`src/rtl/direct_sound_fifo.sv`:
```
// direct_sound_fifo: 8x32-bit sample FIFO that plays bytes on each timer tick and requests 4-word DMA refills.
module direct_sound_fifo (
    input  logic        clock_16,
    input  logic        reset,
    input  logic        fifo_wr_en,
    input  logic [31:0] fifo_wr_data,
    input  logic        fifo_clear,
    input  logic        timer_tick,
    output logic [7:0]  sample_out,
    output logic        sample_valid,
    output logic        dma_req,
    output logic [5:0]  fifo_count,
    output logic        overflow_err,
    output logic        underflow_err
);
    typedef enum logic {ARMED, PENDING} state_t;
    state_t      state;
    logic [31:0] mem [8];
    logic [2:0]  wr_ptr;
    logic [2:0]  words_due;
    logic [4:0]  rd_ptr;
    logic        wr_ok;
    logic        rd_ok;
    logic [5:0]  count_nxt;
    logic [31:0] rd_word;
    assign wr_ok     = fifo_wr_en && fifo_count <= 6'd28;
    assign rd_ok     = timer_tick && fifo_count != 6'd0;
    assign count_nxt = fifo_count + (wr_ok ? 6'd4 : 6'd0) - (rd_ok ? 6'd1 : 6'd0);
    assign rd_word   = mem[rd_ptr[4:2]];
    always_ff @(posedge clock_16)
        if (!reset && !fifo_clear && wr_ok) mem[wr_ptr] <= fifo_wr_data;
    always_ff @(posedge clock_16) begin
        if (reset || fifo_clear) begin
            wr_ptr        <= '0;
            rd_ptr        <= '0;
            fifo_count    <= '0;
            sample_out    <= '0;
            sample_valid  <= 1'b0;
            dma_req       <= 1'b0;
            overflow_err  <= 1'b0;
            underflow_err <= 1'b0;
            words_due     <= '0;
            state         <= ARMED;
        end else begin
            sample_valid <= rd_ok;
            dma_req      <= 1'b0;
            fifo_count   <= count_nxt;
            if (wr_ok) wr_ptr <= wr_ptr + 3'd1;
            if (rd_ok) begin
                sample_out <= rd_word[{rd_ptr[1:0], 3'b000} +: 8];
                rd_ptr     <= rd_ptr + 5'd1;
            end
            if (fifo_wr_en && !wr_ok) overflow_err <= 1'b1;
            if (timer_tick && !rd_ok) underflow_err <= 1'b1;
            // Refill is requested on the look-ahead count so the pulse aligns with the drop to 16.
            if (state == ARMED) begin
                if (count_nxt <= 6'd16) begin
                    dma_req   <= 1'b1;
                    words_due <= 3'd4;
                    state     <= PENDING;
                end
            end else if (wr_ok) begin
                words_due <= words_due - 3'd1;
                if (words_due == 3'd1) state <= ARMED;
            end
        end
    end
endmodule

```
`config.mk`:
```
export PLATFORM = sky130hd
export DESIGN_NAME = direct_sound_fifo
export DESIGN_NICKNAME = d
export VERILOG_FILES = /design/src/rtl/direct_sound_fifo.sv
export SDC_FILE = /design/constraint.sdc
export NUM_CORES = 1
export LEC_CHECK = 0
export CAP_MARGIN = 20
export CELL_PAD_IN_SITES_DETAIL_PLACEMENT = 1
export CELL_PAD_IN_SITES_GLOBAL_PLACEMENT = 1
export CORE_AREA = 2 2 217 219
export DETAILED_ROUTE_END_ITERATION = 16
export DIE_AREA = 0 0 219 221
export GPL_ROUTABILITY_DRIVEN = 0
export GPL_TIMING_DRIVEN = 0
export PLACE_DENSITY_LB_ADDON = 0.12
export REMOVE_ABC_BUFFERS = 1
export SETUP_SLACK_MARGIN = 0.2
export SYNTH_ARGS = -nofsm -noshare
export SYNTH_HDL_FRONTEND = slang
export SYNTH_SLANG_ARGS = --single-unit
```
`constraint.sdc`:
```
create_clock -name clock_16 -period 5.3 [get_ports clock_16]
set_clock_uncertainty 0.1 [all_clocks]
set_input_delay 0.795 -clock clock_16 [delete_from_list [all_inputs] [get_ports clock_16]]
set_output_delay 0.795 -clock clock_16 [all_outputs]
set_load 0.05 [all_outputs]
```
# After elaboration in Yosys (flattened, before gate mapping)

Memories as Yosys holds them, arrays and structs flattened. A register that Yosys moved wholly into a read port is not among the register bits.
Cells that the tools add are included.

Bits in registers: 30
RAM bits: 256
Output and inout port bits: 18
Logic and storage cells: 49
Memories kept: 1

Memories:

| memory | words | bits a word | rd ports | clocked after Yosys merged registers in | wr ports | line | RTL |
|---|---|---|---|---|---|---|---|
| mem    | 8     | 32          | 1        | 1                                       | 1        | 18   | `logic [31:0] mem [8];` |

Add/sub/neg operators: 5
Order comparisons: 2
Equality and inequality tests: 2
Shift operators: 1
Multiplexer cells: 13
Reductions and logical operators: 15

Operators by type and width:

| cell                                                 | count |
|---|---|
| indexed part select 32 x 6 -> 8 bit                  | 1 |
| two-way mux 3 bit                                    | 6 |
| <= comparator 6 x 5 -> 1 bit (second input constant) | 2 |
| two-way mux 1 bit                                    | 7 |
| adder 6 x 3 -> 6 bit                                 | 1 |
| logical AND 1 bit                                    | 6 |
| nonzero test 6 bit                                   | 1 |
| subtractor 6 x 1 -> 6 bit                            | 1 |
| adder 5 x 1 -> 5 bit (second input constant)         | 1 |
| zero test 1 bit                                      | 4 |
| adder 3 x 1 -> 3 bit (second input constant)         | 1 |
| == test 3 x 1 -> 1 bit (second input constant)       | 1 |
| subtractor 3 x 1 -> 3 bit (second input constant)    | 1 |
| != test 2 x 1 -> 1 bit (second input constant)       | 1 |
| AND reduction 2 bit                                  | 1 |
| nonzero test 2 bit                                   | 1 |
| OR reduction 2 bit                                   | 1 |
| logical OR 1 bit                                     | 1 |

# Logic depth before layout (Yosys ltp)

Word-level depth: 8
Gate-level depth with buffers: 14
Gate-level depth less buffers: 13

# Least setup slack after synthesis

OpenSTA, ideal clock, no wires.

Kind: register to register
Start: register fifo_count[5]
End: memory mem[0][0], enable pin
Setup time: 0.461 ns
Arrival: 4.202 ns
Path slack: 0.537 ns
Stages on the path, launching flop included: 8
Path buffers: 0
Period minus slack after synthesis: 4.763 ns
Cell sequence: dfxtp_1 > inv_1 > ha_1 > o2111a_1 > a211oi_2 > inv_2 > or3_1 > nor3_1

Word-level cells in the longest chain between the ends: 5

Ends and longest elaborated chain:

| item                                    | line | RTL |
|---|---|---|
| start: declaration                      | 12   | `output logic [5:0] fifo_count,` |
| start signal: assignment                | 47   | `fifo_count <= count_nxt;` |
| <= comparator 6 x 5 -> 1 bit            | 26   | `assign wr_ok = fifo_wr_en && fifo_count <= 6'd28;` |
| logical AND 1 bit                       | 26   |  |
| logical AND 1 bit                       | 31   | `if (!reset && !fifo_clear && wr_ok) mem[wr_ptr] <= fifo_wr_data;` |
| two-way mux 1 bit                       | 31   |  |
| two-way mux 1 bit (not written as such) | 31   |  |
| end: declaration                        | 18   |  |

Every way passes these cells.

# Worst setup path in the final report

Start: input port timer_tick
End: register words_due[1]

Word-level cells in the longest chain between the ends: 6

Ends and longest elaborated chain:

| item                                 | line | RTL |
|---|---|---|
| start: declaration                   | 8    | `input logic timer_tick,` |
| logical AND 1 bit                    | 27   | `assign rd_ok = timer_tick && fifo_count != 6'd0;` |
| two-way mux 1 bit                    | 28   | `assign count_nxt = fifo_count + (wr_ok ? 6'd4 : 6'd0) - (rd_ok ? 6'd1 : 6'd0);` |
| subtractor 6 x 1 -> 6 bit            | 28   |  |
| <= comparator 6 x 5 -> 1 bit         | 57   | `if (count_nxt <= 6'd16) begin` |
| nonzero test 2 bit (no source line)  | -    |  |
| AND reduction 2 bit (no source line) | -    |  |
| end signal: assignment               | 63   | `words_due <= words_due - 3'd1;` |
| end: declaration                     | 20   | `logic [2:0] words_due;` |

Every way passes these cells.
A chain may end at the register's enable or synchronous reset.

==> impl_results.md <==
- Via count of the first global-routing pass: ~6900
- Number of synthesized register bits: 289
- Pin count of the biggest net entering global routing: 45
- Synthesized area: roughly 0.011 sq mm
- Setup bufs post-CTS: 0
- Vias per cell: between 4 and 5
- Clk root buf: clkbuf_16
- Async SR Flop Fraction: 0%
- Max Buffers Root-to-Sink: 3
- Core Footprint: between 0.04 and 0.05 sq mm
- Worst-Skew Late Latency: around 0.53 ns
- Post-DP Area: around 0.013 sq mm
- DRC: 0
- Io pins: between 50 and 60
- Die height: 221 microns
- CTS resizes: 0
- Max Slew Vio Count: 0
- Post-layout min period: approximately 3.7 ns
- DR vias: approximately 6200
- EDFF count, synth: 256
- Register Area: between 0.008 and 0.009 sq mm
- Crit-path max FO: 23
- Period utilization: 69.24%
- Worst min path class: reg2reg
- H-tree depth: 2
- Status: finished, final reports clean
- DR iter-0 viols: 260
- Die W: around 220 microns
- Area Overhead vs Synth: 25.28%
- CTS tree: built
- Max Clock Freq: 272.5 MHz
- Antenna viol nets, final: 0
- Global-route wire length before repair: 45060 microns
- CP arrival: approximately 4.0 ns
- Nets: 822
- Core Util, Final: ~30%
- Yosys cell types: 39
- Final hold vios: 0
- Row count: 79
- Antenna violations before repair: 2
- Fill count: about 4800
- Pwr Density: 404.8 mW/mm^2
- Syn Inst Count: 691
- Critical Path RT: 5.62 ns
- RSZ-0062 raised after global routing: no
- Clk sinks: 289
- VDD IR-drop max: around 0.22 mV
- Share of cells above drive strength 1: 11.89%
- Crit Path Category: in2reg
- Total of max-cap violations: 0
- Syn Area/Cell: between 15 and 20 sq um
- Remaining global-route overflow: 0
- Worst-margin pin slew: between 0.9 and 1 ns
- Setup tns final: 0 ns
- Starting Density: roughly a quarter
- Total power: about 5.8 mW
- Hold_ws: 0.3837 ns
- CTS clk-pin slew, worst paths: 0.05 ns
- Area of the multi-input gates: 0.002826 sq mm
- Dpl hpwl: 19410 microns
- P_leak: 4.314 nW
- Synth warnings: 0
- Final instance area: roughly 0.014 sq mm
- CP startpoint kind: input pin
- Slew headroom: 36.98%
- WL final: 30580 microns
- Cts bufs inserted: 36
- Setup violation total in the final timing report: 0
- Tot GR Track Use: 12.87%
- Sequential share of the synthesized area: around 74%
- PortBufs: 54
- Cts hold-fix bufs: 0
- Crit. End Element: flip-flop
- Die Area: 0.04840 sq mm
- Most used DFF post-synth: edfxtp_1
- WL per Instance: roughly 22 microns
- DR pass1 iterations: 4
final timing paths:
path,from,endpoint,slack (ns),cells after the start
worst max-delay path,timer_tick,words_due[1]$_SDFFE_PP0P_,1.63,12
worst min-delay path,overflow_err$_SDFFE_PP0P_,overflow_err$_SDFFE_PP0P_,0.38,2
worst max register to register,fifo_count[5]$_SDFF_PP0_,mem[0][25]$_DFFE_PP_,1.65,10
worst min register to register,overflow_err$_SDFFE_PP0P_,overflow_err$_SDFFE_PP0P_,0.38,2
metrics by stage:
step	cells	worst slack (ns)
after global routing	1406	1.434
final	1407	1.630
after detailed placement	1341	1.053
after CTS	1406	1.600
after floorplan	654	-0.4614
after global placement	1315	-3.700
power by group:
part / leakage, nW / switching (mW) / internal [mW] / total, mW
clock: 0.572 / 0.944 / 1.50 / 2.45
combinational: 1.17 / 0.462 / 0.264 / 0.727
sequential: 2.57 / 0.0457 / 2.54 / 2.58
metal layers:
layer  routed length (microns)  track usage, %  part of all wire (%)
met1                     13350           16.05                    44
met3                      1057           2.337                   3.5
met4                       636           4.098                   2.1
met5                        16               0                 0.052
met2                     15520           22.40                    51
final cells by class:
cell class | instances | share of cell area [%]
sequential | 289 | 58.72
multi-input combinational | 348 | 19.87
antenna | 1 | 0.01759
timing repair buffer | 80 | 7.337
tap | 607 | 5.340
clock inverter | 18 | 1.346
inverter | 17 | 0.4487
clock buffer | 47 | 6.915
worst max-delay path, stage by stage:
cell,delay [ns]
clkdlybuf4s50_1,0.48
inv_1,0.07
a31oi_4,0.70
ha_1,0.28
inv_1,0.05
ha_1,0.19
inv_1,0.07
fa_1,0.21
xor2_1,0.22
nand4b_1,0.15
a2111o_1,0.52
a41o_1,0.25
cell usage in the layout (no fill, tap or decap), types with 6 or more instances in the layout:
cell type        synthesis  final
buf_16                   0     11
nand2_1                  9      9
xor2_1                   6      6
buf_6                    5      8
inv_1                   16     16
clkinv_1                 0      7
edfxtp_1               256    256
ha_1                    12     12
clkdlybuf4s50_1          0     54
dfxtp_1                 33     32
clkbuf_16                0     37
nor2_1                  25     17
o21ai_0                 11     11
a21oi_1                 44     44
clkbuf_1                20      8
mux2i_1                129    129
a22oi_1                 64     64
or4_1                    8      8
nor2_4                   0      7
kinds of logic after synthesis:
kind of cell / count (synthesis) / share of synthesized area, %
DFF: 289 / 73.54
AOI/OAI and AO/OA: 130 / 7.484
muxes: 129 / 11.37
and+or+nand+nor: 67 / 2.998
buffers and inverters: 54 / 2.414
adders and majority gates: 13 / 1.499
xor gates and xnor gates: 9 / 0.6944
synthesized netlist by cell type (2+ instances only):
cell type | instances | area [sq um]
edfxtp_1 | 256 | 7687
mux2i_1 | 129 | 1291
a22oi_1 | 64 | 480.5
a21oi_1 | 44 | 220.2
dfxtp_1 | 33 | 660.6
nor2_1 | 25 | 93.84
clkbuf_1 | 20 | 75.07
inv_1 | 16 | 60.06
ha_1 | 12 | 150.1
o21ai_0 | 11 | 55.05
buf_4 | 9 | 67.56
nand2_1 | 9 | 33.78
or4_1 | 8 | 60.06
xor2_1 | 6 | 52.55
buf_6 | 5 | 56.30
and2_1 | 4 | 25.02
nand2b_1 | 4 | 25.02
nor3_1 | 4 | 20.02
buf_1 | 3 | 11.26
nor2b_1 | 3 | 18.77
xnor2_1 | 3 | 26.28
a21o_1 | 2 | 15.01
a31oi_1 | 2 | 12.51
nand3_1 | 2 | 10.01
nand4_1 | 2 | 12.51
or2_2 | 2 | 12.51
registers in the layout, indices dropped and copies added, names as in the netlist, named ones only:
| signal | cells |
|---|---|
| sample_out | 8 |
| dma_req | 1 |
| state | 1 |
| words_due | 3 |
| overflow_err | 1 |
| wr_ptr | 3 |
| rd_ptr | 5 |
| fifo_count | 6 |
| underflow_err | 1 |
| mem | 256 |
| sample_valid | 1 |
Power figures use the tool's default switching activity.
==> edit (same flow settings) <==
Register the inputs `fifo_wr_en`, `fifo_wr_data`, `fifo_clear` and `timer_tick` before use, without a reset. The logic sees them one clock later.
--- a/src/rtl/direct_sound_fifo.sv
+++ b/src/rtl/direct_sound_fifo.sv
@@ -16,2 +16,15 @@
     typedef enum logic {ARMED, PENDING} state_t;
+
+    logic fifo_wr_en_q;
+    logic [31:0] fifo_wr_data_q;
+    logic fifo_clear_q;
+    logic timer_tick_q;
+
+    always_ff @(posedge clock_16) begin
+        fifo_wr_en_q   <= fifo_wr_en;
+        fifo_wr_data_q <= fifo_wr_data;
+        fifo_clear_q   <= fifo_clear;
+        timer_tick_q   <= timer_tick;
+    end
+
     state_t      state;
@@ -25,4 +38,4 @@
     logic [31:0] rd_word;
-    assign wr_ok     = fifo_wr_en && fifo_count <= 6'd28;
-    assign rd_ok     = timer_tick && fifo_count != 6'd0;
+    assign wr_ok     = fifo_wr_en_q && fifo_count <= 6'd28;
+    assign rd_ok     = timer_tick_q && fifo_count != 6'd0;
     assign count_nxt = fifo_count + (wr_ok ? 6'd4 : 6'd0) - (rd_ok ? 6'd1 : 6'd0);
@@ -30,5 +43,5 @@
     always_ff @(posedge clock_16)
-        if (!reset && !fifo_clear && wr_ok) mem[wr_ptr] <= fifo_wr_data;
+        if (!reset && !fifo_clear_q && wr_ok) mem[wr_ptr] <= fifo_wr_data_q;
     always_ff @(posedge clock_16) begin
-        if (reset || fifo_clear) begin
+        if (reset || fifo_clear_q) begin
             wr_ptr        <= '0;
@@ -52,4 +65,4 @@
             end
-            if (fifo_wr_en && !wr_ok) overflow_err <= 1'b1;
-            if (timer_tick && !rd_ok) underflow_err <= 1'b1;
+            if (fifo_wr_en_q && !wr_ok) overflow_err <= 1'b1;
+            if (timer_tick_q && !rd_ok) underflow_err <= 1'b1;
             // Refill is requested on the look-ahead count so the pulse aligns with the drop to 16.
Formal check against the unedited RTL: not equivalent (a bounded check fails within 4 cycles, from zero or initial values).
==> edit against the original RTL <==
Worst setup slack improved by 0.11 ns. Synthesized area increased by 6.2%. Sequential cell count grew 35. Final area grew 5.5%. Critical path depth decreased by 1. Routed wire length increased by 2.0%. Power up 9.6%. Highest routed layer is now met4. Critical endpoint unchanged. Largest power group unchanged. Critical path type is now flop to flop. Via count grew 4.0%.
==> edit: results <==
INSERT INTO impl_metrics (metric_group, metric, value, unit) VALUES
('yosys', 'synthesis.instances', '726', ''),
('global_route', 'antenna_violations_before_repair', '0', ''),
('global_route', 'grt_pass1_wl', '46200', 'um'),
('timing', 'worst_slew_pin_tran', '0.835', 'ns'),
('layout', 'drive_gt1_share', '12.2', '%'),
('place', 'place.detailed.hpwl', '19500', 'um'),
('outcome', 'outcome', 'complete, no violations', ''),
('power', 'vdd_drop_max', '0.000315', 'V'),
('drt', 'num_vias', '6494', ''),
('yosys', 'yosysSeqAreaShare', '75.1', '%'),
('power', 'leakagePower', '0.00466', 'uW'),
('drt', 'dr_vias_cell', '4.49', ''),
('yosys', 'post_synth_mux_area_share', '10.7', '%'),
('place', 'placement.setup.worst_slack', '1.54', 'ns'),
('setup_path', 'timing.critical_path.arrival', '3.88', 'ns'),
('cts', 'tritoncts.num_buffers', '39', ''),
('yosys', 'synth_common_cells', 'edfxtp_1, mux2i_1, dfxtp_1', ''),
('drt', 'dr.first_iter.drc_count', '309', ''),
('drt', 'met3RoutedLength', '1310', 'um'),
('drt', 'detail_route.wirelength.met1', '13700', 'um');
## edit: final cells by class
type | instances | area (sq um)
clock buffers | 56 | 1120
clock inverters | 14 | 143
fillers | 4746 | 31100
inverters | 17 | 63.8
multi-input cells | 348 | 2830
flip-flops and latches | 324 | 9050
well taps | 607 | 759
repair buffers | 80 | 1030
## edit: per-layer routing
layer	vias up	GRT usage, %
li1	2975	-
met1	3347	17.0
met2	125	22.1
met3	47	2.32
met4	0	4.51
met5	-	0
## edit: cells by family after synthesis
kind of cell	after synthesis
xor+xnor	9
compound gates	130
simple gates	67
fa+ha+maj	13
flops	324
mux	129
buf+inv	54
## edit: power by group
group / switching [uW] / internal [uW] / leakage [uW] / total [uW]
combinational: 495 / 316 / 0.00116 / 811
sequential: 71.1 / 2820 / 0.00287 / 2890
clock: 996 / 1610 / 0.000628 / 2610
## edit: critical path, stage by stage, from the launching register on
cell and delay [ns]:
dfxtp_1 0.40, inv_1 0.08, ha_1 0.20, o2111a_1 0.14, a211oi_2 0.49, inv_2 0.13
ha_1 0.34, fa_1 0.44, xor2_1 0.22, nand4b_1 0.12, a2111o_1 0.52, a41o_1 0.26
## edit: final timing paths
check | start | to | slack [ns] | cells after the start
setup reg to reg | fifo_count[5] | words_due[1] | 1.74 | 11
hold / removal | underflow_err | underflow_err | 0.38 | 2
hold reg to reg | underflow_err | underflow_err | 0.38 | 2
setup / recovery | fifo_count[5] | words_due[1] | 1.74 | 11
## edit: through the flow
step | cell area (sq um) | util (%) | setup TNS [ns]
final | 15000 | 32.6 | 0
after global routing | 15000 | 32.6 | 0
after CTS | 15000 | 32.6 | 0
after detailed placement | 13700 | 29.8 | 0
after global placement | 13100 | 28.5 | -488.37
after floorplan | 11800 | - | -3.68
